<file path="src/rtl/fetch_line_ctrl_pkg.sv">
// Shared frontend definitions: width derivations and the RAS checkpoint layout.
// Latency: none (types and constant functions only).
// Backpressure: none.
package fetch_line_ctrl_pkg;

  // Pointer width for a power-of-two RAS depth (at least one bit)
  function automatic int ptr_width(input int depth);
    return (depth > 1) ? $clog2(depth) : 1;
  endfunction

  // Line-counter width once the byte offset is stripped from an address
  function automatic int clc_width(input int xlen, input int offset_bits);
    return xlen - offset_bits;
  endfunction

  // Checkpoint is {tos, count}; count needs one extra bit to hold "full"
  function automatic int ckpt_width(input int depth);
    return 2 * ptr_width(depth) + 1;
  endfunction

  localparam int RAS_DEPTH_DEF = 8;
  localparam int PTR_W_DEF     = ptr_width(RAS_DEPTH_DEF);
  localparam int CKPT_W        = ckpt_width(RAS_DEPTH_DEF);

  // Checkpoint layout shared with the ROB, which stores one per branch
  typedef struct packed {
    logic [PTR_W_DEF-1:0] tos;
    logic [PTR_W_DEF:0]   count;
  } ras_ckpt_t;

endpackage

</file>
<file path="src/rtl/fetch_line_ctrl_if.sv">
// Bundle of redirect, RAS and fetch-address signals around the fetch controller.
// Latency: none (wires only).
// Backpressure: stall_in is the only hold signal; redirects cannot be refused.
interface fetch_line_ctrl_if
  import fetch_line_ctrl_pkg::*;
#(
  parameter int XLEN        = 32,
  parameter int OFFSET_BITS = 4,
  parameter int NUM_SRC     = 3,
  parameter int RAS_DEPTH   = 8
) ();

  localparam int CLC_WIDTH = clc_width(XLEN, OFFSET_BITS);
  localparam int CK_W      = ckpt_width(RAS_DEPTH);

  logic                    stall_in;
  logic [NUM_SRC-1:0]      redir_valid;
  logic [NUM_SRC*XLEN-1:0] redir_target;
  logic                    ras_redirect;
  logic                    ras_push;
  logic                    ras_pop;
  logic [XLEN-1:0]         ras_ret_addr;
  logic                    ras_restore;
  logic [CK_W-1:0]         ras_ckpt_in;
  logic [CK_W-1:0]         ras_ckpt_out;
  logic [CLC_WIDTH-1:0]    clc;
  logic [CLC_WIDTH-1:0]    clc_even;
  logic [CLC_WIDTH-1:0]    clc_odd;
  logic [OFFSET_BITS-1:0]  fetch_offset;
  logic                    fetch_valid;
  logic [XLEN-1:0]         ras_data_out;
  logic                    ras_valid_out;

  modport master (
    output stall_in, redir_valid, redir_target, ras_redirect, ras_push, ras_pop,
           ras_ret_addr, ras_restore, ras_ckpt_in,
    input  ras_ckpt_out, clc, clc_even, clc_odd, fetch_offset, fetch_valid,
           ras_data_out, ras_valid_out
  );

  modport slave (
    input  stall_in, redir_valid, redir_target, ras_redirect, ras_push, ras_pop,
           ras_ret_addr, ras_restore, ras_ckpt_in,
    output ras_ckpt_out, clc, clc_even, clc_odd, fetch_offset, fetch_valid,
           ras_data_out, ras_valid_out
  );

endinterface

</file>
<file path="src/rtl/fetch_line_ctrl_ras_circ.sv">
// Circular return-address stack with wrap-on-overflow and checkpoint restore.
// Latency: push/pop/restore visible one cycle after the sampling edge; top is combinational.
// Backpressure: none; a push when full overwrites the oldest entry, a pop when empty is dropped.
module ras_circ
  import fetch_line_ctrl_pkg::*;
#(
  parameter int XLEN      = 32,
  parameter int RAS_DEPTH = 8
) (
  input  logic                             clk,
  input  logic                             rst,
  input  logic                             push,
  input  logic                             pop,
  input  logic [XLEN-1:0]                  ret_addr,
  input  logic                             restore,
  input  logic [ckpt_width(RAS_DEPTH)-1:0] ckpt_in,
  output logic [ckpt_width(RAS_DEPTH)-1:0] ckpt_out,
  output logic [XLEN-1:0]                  data_out,
  output logic                             valid_out
);

  localparam int PTR_W = ptr_width(RAS_DEPTH);
  localparam int CNT_W = PTR_W + 1;
  localparam int CK_W  = ckpt_width(RAS_DEPTH);

  logic [PTR_W-1:0] tos;
  logic [CNT_W-1:0] count;
  logic [XLEN-1:0]  entry [RAS_DEPTH];

  logic [PTR_W-1:0] tos_inc;
  logic             nonempty;
  logic             full;
  logic             replace_top;

  assign tos_inc  = tos + PTR_W'(1);
  assign nonempty = (count != '0);
  assign full     = (count == CNT_W'(RAS_DEPTH));
  // Push and pop together on a non-empty stack rewrites the top in place;
  // on an empty stack there is nothing to replace, so it is a plain push.
  assign replace_top = push && pop && nonempty;

  // Pointer update; a restore wins over any push/pop in the same cycle
  always_ff @(posedge clk or posedge rst) begin
    if (rst) begin
      tos   <= '0;
      count <= '0;
    end else if (restore) begin
      tos   <= ckpt_in[CK_W-1 -: PTR_W];
      count <= ckpt_in[CNT_W-1:0];
    end else if (push && !replace_top) begin
      tos <= tos_inc;
      if (!full) count <= count + CNT_W'(1);
    end else if (pop && !push && nonempty) begin
      tos   <= tos - PTR_W'(1);
      count <= count - CNT_W'(1);
    end
  end

  // Entry storage carries no reset; count gates whether contents are meaningful
  always_ff @(posedge clk) begin
    if (!restore && push) begin
      if (replace_top) entry[tos] <= ret_addr;
      else             entry[tos_inc] <= ret_addr;
    end
  end

  assign data_out  = entry[tos];
  assign valid_out = nonempty;
  assign ckpt_out  = {tos, count};

endmodule

</file>
<file path="src/rtl/fetch_line_ctrl.sv">
// Fetch line controller: prioritised redirect, line counter and even/odd bank addresses.
// Latency: redirect/advance visible one cycle after the sampling edge; bank addresses combinational.
// Backpressure: stall_in holds the line counter; redirects always win and are never dropped.
module fetch_line_ctrl
  import fetch_line_ctrl_pkg::*;
#(
  parameter int              XLEN        = 32,
  parameter int              OFFSET_BITS = 4,
  parameter int              NUM_SRC     = 3,
  parameter int              RAS_DEPTH   = 8,
  parameter logic [XLEN-1:0] RESET_PC    = '0
) (
  input logic             clk,
  input logic             rst,
  fetch_line_ctrl_if.slave bus
);

  localparam int CLC_WIDTH = clc_width(XLEN, OFFSET_BITS);

  logic                   started;
  logic                   redir_sel;
  logic [XLEN-1:0]        redir_tgt;
  logic [CLC_WIDTH-1:0]   clc_q;
  logic [CLC_WIDTH-1:0]   clc_inc;
  logic [OFFSET_BITS-1:0] offset_q;
  logic [XLEN-1:0]        ras_top;
  logic                   ras_nonempty;

  ras_circ #(
    .XLEN      (XLEN),
    .RAS_DEPTH (RAS_DEPTH)
  ) u_ras (
    .clk       (clk),
    .rst       (rst),
    .push      (bus.ras_push),
    .pop       (bus.ras_pop),
    .ret_addr  (bus.ras_ret_addr),
    .restore   (bus.ras_restore),
    .ckpt_in   (bus.ras_ckpt_in),
    .ckpt_out  (bus.ras_ckpt_out),
    .data_out  (ras_top),
    .valid_out (ras_nonempty)
  );

  // Redirect winner: lowest-index valid source, else a return prediction from a non-empty RAS.
  // The RAS top read here is the pre-pop value, so a same-cycle pop does not disturb it.
  always_comb begin
    redir_sel = 1'b0;
    redir_tgt = '0;
    for (int i = NUM_SRC - 1; i >= 0; i--) begin
      if (bus.redir_valid[i]) begin
        redir_sel = 1'b1;
        redir_tgt = bus.redir_target[i*XLEN +: XLEN];
      end
    end
    if (!redir_sel && bus.ras_redirect && ras_nonempty) begin
      redir_sel = 1'b1;
      redir_tgt = ras_top;
    end
  end

  // Started flag: fetch output becomes valid from the first edge after reset release
  always_ff @(posedge clk or posedge rst) begin
    if (rst) started <= 1'b0;
    else     started <= 1'b1;
  end

  // Line counter: redirect beats stall; the reset line is held until it has been fetched once
  always_ff @(posedge clk or posedge rst) begin
    if (rst) begin
      clc_q    <= RESET_PC[XLEN-1:OFFSET_BITS];
      offset_q <= RESET_PC[OFFSET_BITS-1:0];
    end else if (redir_sel) begin
      clc_q    <= redir_tgt[XLEN-1:OFFSET_BITS];
      offset_q <= redir_tgt[OFFSET_BITS-1:0];
    end else if (started && !bus.stall_in) begin
      clc_q    <= clc_inc;
      offset_q <= '0;
    end
  end

  assign clc_inc          = clc_q + CLC_WIDTH'(1);
  assign bus.clc          = clc_q;
  assign bus.fetch_offset = offset_q;
  assign bus.clc_even     = clc_q[0] ? clc_inc : clc_q;
  assign bus.clc_odd      = clc_q[0] ? clc_q : clc_inc;
  assign bus.fetch_valid  = started & ~bus.stall_in;
  assign bus.ras_data_out = ras_top;
  assign bus.ras_valid_out = ras_nonempty;

endmodule

</file>
<file path="src/flat_wrapper.sv">
// flat-port wrapper written by rule: the top's interface ports become plain ports
module fetch_line_ctrl_flat import fetch_line_ctrl_pkg::*;
#(
  parameter int              XLEN        = 32,
  parameter int              OFFSET_BITS = 4,
  parameter int              NUM_SRC     = 3,
  parameter int              RAS_DEPTH   = 8,
  parameter logic [XLEN-1:0] RESET_PC    = '0
)
  (clk, rst, bus_stall_in, bus_redir_valid, bus_redir_target, bus_ras_redirect, bus_ras_push, bus_ras_pop, bus_ras_ret_addr, bus_ras_restore, bus_ras_ckpt_in, bus_ras_ckpt_out, bus_clc, bus_clc_even, bus_clc_odd, bus_fetch_offset, bus_fetch_valid, bus_ras_data_out, bus_ras_valid_out);
  fetch_line_ctrl_if #(.XLEN(XLEN), .OFFSET_BITS(OFFSET_BITS), .NUM_SRC(NUM_SRC), .RAS_DEPTH(RAS_DEPTH)) bus_i ();
  input logic clk;
  input logic rst;
  input wire logic [$bits(bus_i.stall_in)-1:0] bus_stall_in;
  input wire logic [$bits(bus_i.redir_valid)-1:0] bus_redir_valid;
  input wire logic [$bits(bus_i.redir_target)-1:0] bus_redir_target;
  input wire logic [$bits(bus_i.ras_redirect)-1:0] bus_ras_redirect;
  input wire logic [$bits(bus_i.ras_push)-1:0] bus_ras_push;
  input wire logic [$bits(bus_i.ras_pop)-1:0] bus_ras_pop;
  input wire logic [$bits(bus_i.ras_ret_addr)-1:0] bus_ras_ret_addr;
  input wire logic [$bits(bus_i.ras_restore)-1:0] bus_ras_restore;
  input wire logic [$bits(bus_i.ras_ckpt_in)-1:0] bus_ras_ckpt_in;
  output wire logic [$bits(bus_i.ras_ckpt_out)-1:0] bus_ras_ckpt_out;
  output wire logic [$bits(bus_i.clc)-1:0] bus_clc;
  output wire logic [$bits(bus_i.clc_even)-1:0] bus_clc_even;
  output wire logic [$bits(bus_i.clc_odd)-1:0] bus_clc_odd;
  output wire logic [$bits(bus_i.fetch_offset)-1:0] bus_fetch_offset;
  output wire logic [$bits(bus_i.fetch_valid)-1:0] bus_fetch_valid;
  output wire logic [$bits(bus_i.ras_data_out)-1:0] bus_ras_data_out;
  output wire logic [$bits(bus_i.ras_valid_out)-1:0] bus_ras_valid_out;
  assign bus_i.stall_in = bus_stall_in;
  assign bus_i.redir_valid = bus_redir_valid;
  assign bus_i.redir_target = bus_redir_target;
  assign bus_i.ras_redirect = bus_ras_redirect;
  assign bus_i.ras_push = bus_ras_push;
  assign bus_i.ras_pop = bus_ras_pop;
  assign bus_i.ras_ret_addr = bus_ras_ret_addr;
  assign bus_i.ras_restore = bus_ras_restore;
  assign bus_i.ras_ckpt_in = bus_ras_ckpt_in;
  assign bus_ras_ckpt_out = bus_i.ras_ckpt_out;
  assign bus_clc = bus_i.clc;
  assign bus_clc_even = bus_i.clc_even;
  assign bus_clc_odd = bus_i.clc_odd;
  assign bus_fetch_offset = bus_i.fetch_offset;
  assign bus_fetch_valid = bus_i.fetch_valid;
  assign bus_ras_data_out = bus_i.ras_data_out;
  assign bus_ras_valid_out = bus_i.ras_valid_out;
  fetch_line_ctrl #(.XLEN(XLEN), .OFFSET_BITS(OFFSET_BITS), .NUM_SRC(NUM_SRC), .RAS_DEPTH(RAS_DEPTH), .RESET_PC(RESET_PC)) u_core (.clk(clk), .rst(rst), .bus(bus_i));
endmodule
</file>
<file path="config.mk">
export PLATFORM = sky130hd
export DESIGN_NAME = fetch_line_ctrl_flat
export DESIGN_NICKNAME = d
export VERILOG_FILES = /design/src/rtl/fetch_line_ctrl_pkg.sv /design/src/rtl/fetch_line_ctrl_if.sv /design/src/rtl/fetch_line_ctrl_ras_circ.sv /design/src/rtl/fetch_line_ctrl.sv /design/src/flat_wrapper.sv
export SDC_FILE = /design/constraint.sdc
export NUM_CORES = 1
export LEC_CHECK = 0
export ABC_AREA = 1
export CORE_MARGIN = 1
export CORE_UTILIZATION = 45
export CTS_CLUSTER_DIAMETER = 200
export DETAILED_ROUTE_END_ITERATION = 8
export PLACE_DENSITY_LB_ADDON = 0.08
export SLEW_MARGIN = 40
export SYNTH_ARGS = -nofsm -noshare
export SYNTH_HDL_FRONTEND = slang
export SYNTH_SLANG_ARGS = --single-unit
</file>
<file path="constraint.sdc">
create_clock -name clk -period 3.95 [get_ports clk]
set_input_delay 0.79 -clock clk [delete_from_list [all_inputs] [get_ports clk]]
set_output_delay 0.79 -clock clk [all_outputs]
set_load 0.02 [all_outputs]
</file>
; ---- Word level (Yosys, flattened, before mapping)
; Memory sizes are Yosys's and may differ from the RTL's.
; Index checks and enable logic that the tools add are counted.
[classes]
mux = 30
bitwise_logic = 2
eq_ne = 2
reduce_logical = 19
addsub = 5
[op_table]
columns = operator, count
row1 = $mux 32, 5
row2 = $mux 28, 4
row3 = $reduce_or 32->1, 1
row4 = $add 28x1->28 const B, 1
row5 = $mux 4, 6
row6 = $mux 3, 4
row7 = $mux 1, 11
row8 = $logic_and 1x1->1, 9
row9 = $logic_not 1->1, 5
row10 = $add 4x1->4 const B, 1
row11 = $eq 4x4->1 const B, 1
row12 = $reduce_bool 4->1, 1
row13 = $sub 4x1->4 const B, 1
row14 = $add 3x1->3 const B, 1
row15 = $ne 3x3->1 const B, 1
row16 = $reduce_bool 3->1, 1
row17 = $sub 3x1->3 const B, 1
row18 = $reduce_and 2->1, 1
row19 = $reduce_bool 2->1, 1
row20 = $and 1x1->1, 1
row21 = $not 1->1, 1
[word_totals]
word_cells = 64
ram_bits = 256
input_bits = 145
n_memories = 1
reg_bits = 40
[memory_table]
columns = memory, depth, width, rd, rd_clocked_by_memory_dff, wr, line_no
row1 = u_core.u_ras.entry, 8, 32, 1, 0, 1, fetch_line_ctrl_ras_circ.sv:28  ; logic [XLEN-1:0] entry [RAS_DEPTH];

; ---- Longest topological paths before layout
[depth]
ltp_word = 8
mapped_depth = 13
depth_no_buf = 12

; ---- Modules after synthesis
; A second synthesis with hierarchy kept.
[hier_totals]
hier_cells = 1397
hier_area_um2 = 13918.3
[modules_own_cells]
columns = mod, n_inst, seq_area_each_um2, cells_per_inst, area_per_inst_um2
row1 = ras_circ, 1, 7862.5, 832, 10545.1
row2 = fetch_line_ctrl, 1, 825.8, 565, 3373.2

; ---- Worst setup path before layout
; OpenSTA, ideal clock, no wires.
[synth_path]
path_kind = reg2reg
from = reg u_core.u_ras.tos[0]
to = mem u_core.u_ras.entry[5][0], enable pin
period_less_slack_ns = 3.507
arrival_time_ns = 3.085
setup_ns = 0.421
path_slack_ns = 0.443
path_buffers = 3
stages_incl_launch_ff = 9
path_cell_list = dfrtp_1 inv_2 buf_4 buf_6 buf_4 ha_1 o21ai_0 nand2_1 nor2_1
[synth_between]
elab_chain_cells = 2
[synth_rtl]
columns = element, line_no
row1 = from (decl), fetch_line_ctrl_ras_circ.sv:26  ; logic [PTR_W-1:0] tos;
row2 = from (signal assigned), fetch_line_ctrl_ras_circ.sv:48  ; tos <= ckpt_in[CK_W-1 -: PTR_W];
row3 = from (signal assigned), fetch_line_ctrl_ras_circ.sv:51  ; tos <= tos_inc;
row4 = from (signal assigned), fetch_line_ctrl_ras_circ.sv:54  ; tos <= tos - PTR_W'(1);
row5 = $add 3x1->3, fetch_line_ctrl_ras_circ.sv:35  ; assign tos_inc = tos + PTR_W'(1);
row6 = $mux 3 (no source line) *, --
row7 = to (decl), fetch_line_ctrl_ras_circ.sv:28
; Mark *: on every way between the ends. The rest lies on a longest branch, timed or not.

; ---- Worst setup path in the final report
[layout_path]
from = reg u_core.clc_q[1], in the netlist u_core.bus.clc[1]
to = out bus_clc_even[22]
[layout_between]
elab_chain_cells = 2
[layout_rtl]
columns = element, line_no
row1 = from (decl), fetch_line_ctrl.sv:23  ; logic [CLC_WIDTH-1:0] clc_q;
row2 = from (signal assigned), fetch_line_ctrl.sv:71  ; clc_q <= RESET_PC[XLEN-1:OFFSET_BITS];
row3 = from (signal assigned), fetch_line_ctrl.sv:74  ; clc_q <= redir_tgt[XLEN-1:OFFSET_BITS];
row4 = from (signal assigned), fetch_line_ctrl.sv:77  ; clc_q <= clc_inc;
row5 = $add 28x1->28, fetch_line_ctrl.sv:82  ; assign clc_inc = clc_q + CLC_WIDTH'(1);
row6 = $mux 28, fetch_line_ctrl.sv:85  ; assign bus.clc_even = clc_q[0] ? clc_inc : clc_q;
row7 = to (decl), flat_wrapper.sv:25  ; output wire logic [$bits(bus_i.clc_even)-1:0] bus_clc_even;
; Every way passes these cells.

==> flow_summary.rst <==
.. list-table::
   :header-rows: 1

   * - Metric
     - Value
   * - Total congestion overflow
     - 0
   * - Critical-path cell with the highest stage delay
     - sky130_fd_sc_hd__clkdlybuf4s50_1
   * - Highest fanout seen on the critical path
     - 6
   * - Result of the run
     - completed
   * - Minimum setup slack in the final design
     - 0.3043 ns
   * - Cell Chain, Critical Path
     - ha_1 > nand3_2 > nor2_2 > nand2_2 > nor2_2 > nand2_1 > xnor2_2 > nand2_1 > nand2_1 > clkdlybuf4s50_1
   * - Required time of the critical path
     - 3.16 ns
   * - Type of element launching the critical path
     - register
   * - Initial antenna violation count
     - 2
   * - Initial core utilization
     - 45.92%
   * - Met2 track utilization from global routing
     - 45.49%
   * - Routed WL per cell
     - 19.67 um
   * - Number of top-level pins
     - 274
   * - Fill cell count
     - 2,747
   * - Worst-margin pin slew
     - 0.5720 ns
   * - Total global routing track utilization
     - 27.30%
   * - Setup Viol. Count Final
     - 0
   * - GR Layer Usage met1
     - 35.77%
   * - Full die area
     - 33,010 um^2
   * - Slowest stage delay, CP
     - 0.59 ns
   * - Synthesis Warnings
     - 0
   * - Final hold slack
     - 0.4694 ns
   * - Met3 Usage GRT
     - 4.834%
   * - Slew Viols, Final
     - 0
   * - Clock slew at reported path FFs
     - 0.06 ns
   * - Power per unit of standard cell area
     - 533.2 nW/um^2
   * - Synthesized flop and latch total
     - 296
   * - Worst path arrival time
     - 2.86 ns
   * - Fraction of layout instances using a drive strength above 1
     - 5.873%
   * - Final hold viol count
     - 0
   * - Post-route clock period utilization
     - 92.30%
   * - PostCTS Resize Cnt
     - 0
   * - Post-cts hold buffer count
     - 0
   * - Signed area change from the synthesized netlist to the final layout
     - 29.24%
   * - Most Used Layer, Global Route
     - met2
   * - Worst path most repeated cell
     - sky130_fd_sc_hd__nand2_1
   * - Maximum clock skew at final layout
     - 0.01117 ns
   * - H-Tree Level Count
     - 1
   * - Insertion delay to the later sink of the worst-skew pair
     - 0.56 ns
   * - Pin count of the biggest net entering global routing
     - 100
   * - Num CTS Buffers
     - 31
   * - Library cells used by synthesis
     - 33
   * - Standby leakage power
     - 7.475 nW
   * - Placement Rows
     - 65
   * - Class of the most critical setup path
     - reg2out
   * - Post-synthesis cell area
     - 14,530 um^2
   * - Final weighted congestion of routability-driven global placement
     - 0.9024
   * - Max Cap Violations
     - 0
   * - Worst hold path class
     - in2async
   * - Global-route wire length before repair
     - 67,790 um
   * - Sequential element share of the synthesized area
     - 59.81%
   * - Die Y-Extent
     - 181.7 um
   * - Count of mapped cells out of synthesis
     - 1,623
   * - DRT antenna net count
     - 0
   * - Clock tree from TritonCTS
     - yes
   * - Initial detailed-routing violation count
     - 923
   * - Vias
     - 12,060
   * - Clock period minus worst slack
     - 3.646 ns
   * - Clock root buffer
     - sky130_fd_sc_hd__clkbuf_16
   * - Worst ir drop on vdd
     - 0.4113 mV
   * - Clock sink count
     - 296
   * - Number of global-route vias before repair
     - 11,380
   * - Fmax
     - 274.3 MHz
   * - Setup Total Neg Slack
     - 0 ns
   * - Post-synthesis average cell area
     - 8.951 um^2
   * - Total wirelength of the detailed-routed design
     - 45,130 um
   * - CORE AREA
     - 31,640 um^2
   * - Crit. End Element
     - primary output
   * - Number of search-and-repair iterations in the first detailed-routing pass
     - 5
   * - IO buf count
     - 271
   * - Number of buffers added for setup after CTS
     - 0
   * - Vias per cell
     - 5.259
   * - Setup repair after global routing missed its margin
     - no
   * - Detailed-placement wirelength estimate
     - 29,850 um
   * - Maximum clock path buffer count
     - 3
   * - Number of remaining DRC errors
     - 0
   * - Floorplan die width
     - 181.7 um
   * - Nets
     - 2,018
   * - Worst slack after detailed placement
     - 0.7830 ns
   * - Headroom to the max-slew limit
     - 61.72%
==> layout make-up <==
| type | instances | area (um^2) | area share (%) |
|---|---|---|---|
| diodes | 2 | 5.005 | 0.02666 |
| clock buffers | 34 | 787.0 | 4.192 |
| clock inverters | 23 | 284.0 | 1.513 |
| inverters | 132 | 498.0 | 2.652 |
| multi-input cells | 1102 | 4915 | 26.18 |
| flip-flops and latches | 296 | 8693 | 46.30 |
| well taps | 402 | 503.0 | 2.679 |
| repair buffers | 303 | 3090 | 16.46 |
==> cells in the final DEF, fill, tap and decap left out, types with 10 or more instances in the layout <==
master                            netlist  routed
sky130_fd_sc_hd__o22ai_1               10      10
sky130_fd_sc_hd__clkbuf_16              0      31
sky130_fd_sc_hd__inv_1                125     124
sky130_fd_sc_hd__edfxtp_1             256     256
sky130_fd_sc_hd__nand2_1              472     472
sky130_fd_sc_hd__buf_12                 0      11
sky130_fd_sc_hd__nor2_1               212     203
sky130_fd_sc_hd__clkdlybuf4s50_1        0     271
sky130_fd_sc_hd__and2_1                21      21
sky130_fd_sc_hd__o21ai_1               15      15
sky130_fd_sc_hd__nor2_2                 3      12
sky130_fd_sc_hd__nand3_1              119     119
sky130_fd_sc_hd__dfrtp_1               40      38
sky130_fd_sc_hd__a21oi_1               49      49
sky130_fd_sc_hd__buf_4                  9      21
sky130_fd_sc_hd__o21ai_0              144     144
sky130_fd_sc_hd__xor2_1                11      11
==> final timing paths <==
check | startpoint | to | slack [ns] | cells after the start
min in group clk | u_core.bus.fetch_offset[3] | u_core.bus.fetch_offset[3] | 0.51 | 2
max reg2reg | u_core.u_ras.tos[0] | u_core.u_ras.entry[5][2] | 1.23 | 8
max in group asynchronous | rst | u_core.u_ras.tos[0] | 2.67 | 3
min | rst | u_core.u_ras.count[0] | 0.47 | 2
min reg2reg | u_core.bus.fetch_offset[3] | u_core.bus.fetch_offset[3] | 0.51 | 2
max | u_core.bus.clc[1] | bus_clc_even[22] | 0.30 | 10
==> metal layers <==
metal | up-vias | part of all wire [%] | wire (um)
met3 | 80 | 7.9 | 3547
met5 | - | 0 | 0
met4 | 0 | 3.5 | 1581
met2 | 467 | 47 | 21320
met1 | 5665 | 41 | 18690
li1 | 5851 | - | -
==> critical path, delay by kind of cell (launching register included) <==
family                     cells  cell delay [ns]
DFF                            1             0.43
buffers and inverters          1             0.59
and+or+nand+nor                7             0.81
xor gates and xnor gates       1             0.20
adders and majority gates      1             0.27
==> kinds of logic (layout without fill, tap and decap cells) <==
kind of cell	after synthesis	after routing	synth area share [%]
AOI/OAI and AO/OA	234	234	8.414
xor gates and xnor gates	14	14	0.8957
adders and majority gates	7	7	0.6545
buffers and inverters	226	492	6.546
DFF	296	296	59.81
other	2	5	0.05169
and+or+nand+nor	844	844	23.63
==> through the flow <==
stage	instances	total power [W]	cell area [um^2]	utilization, %
6_report	2294	0.01001	18780	59.35
5_1_grt	2293	0.01048	18770	59.34
4_1_cts	2292	0.01009	18770	59.33
3_5_place_dp	2235	0.007034	17700	55.95
3_3_place_gp	2235	0.007004	17700	55.94
2_1_floorplan	1624	0.005563	14530	-
==> sequential cells by signal (all words and copies together), names as in the netlist <==
| register | cells |
|---|---|
| u_core.started | 1 |
| u_core.bus.fetch_offset | 4 |
| u_core.u_ras.count | 4 |
| u_core.u_ras.tos | 3 |
| u_core.u_ras.entry | 256 |
| u_core.bus.clc | 28 |
==> synthesized netlist by cell type <==
cell type	count	area share, %
sky130_fd_sc_hd__a21oi_1	49	1.7
sky130_fd_sc_hd__a22oi_1	4	0.21
sky130_fd_sc_hd__a31oi_1	1	0.043
sky130_fd_sc_hd__and2_1	21	0.90
sky130_fd_sc_hd__buf_1	5	0.13
sky130_fd_sc_hd__buf_2	37	1.3
sky130_fd_sc_hd__buf_4	9	0.47
sky130_fd_sc_hd__buf_6	3	0.23
sky130_fd_sc_hd__clkbuf_1	40	1.0
sky130_fd_sc_hd__conb_1	2	0.052
sky130_fd_sc_hd__dfrtp_1	40	6.9
sky130_fd_sc_hd__edfxtp_1	256	53
sky130_fd_sc_hd__fa_1	1	0.14
sky130_fd_sc_hd__ha_1	6	0.52
sky130_fd_sc_hd__inv_1	125	3.2
sky130_fd_sc_hd__inv_2	7	0.18
sky130_fd_sc_hd__nand2_1	472	12
sky130_fd_sc_hd__nand2_2	5	0.22
sky130_fd_sc_hd__nand3_1	119	4.1
sky130_fd_sc_hd__nand3_2	2	0.14
sky130_fd_sc_hd__nand3b_1	5	0.26
sky130_fd_sc_hd__nand4_1	4	0.17
sky130_fd_sc_hd__nor2_1	212	5.5
sky130_fd_sc_hd__nor2_2	3	0.13
sky130_fd_sc_hd__o211ai_1	7	0.36
sky130_fd_sc_hd__o21a_1	4	0.21
sky130_fd_sc_hd__o21ai_0	144	5.0
sky130_fd_sc_hd__o21ai_1	15	0.52
sky130_fd_sc_hd__o22ai_1	10	0.43
sky130_fd_sc_hd__or2_2	1	0.043
sky130_fd_sc_hd__xnor2_1	2	0.12
sky130_fd_sc_hd__xnor2_2	1	0.11
sky130_fd_sc_hd__xor2_1	11	0.66
==> power breakdown <==
| part | internal, W | leakage [nW] | switching (W) | total (W) |
|---|---|---|---|---|
| clock network | 0.00183 | 0.517 | 0.00121 | 0.00305 |
| logic | 0.00125 | 4.18 | 0.00197 | 0.00322 |
| registers | 0.00360 | 2.77 | 0.000151 | 0.00375 |
Power figures use the tool's default switching activity.
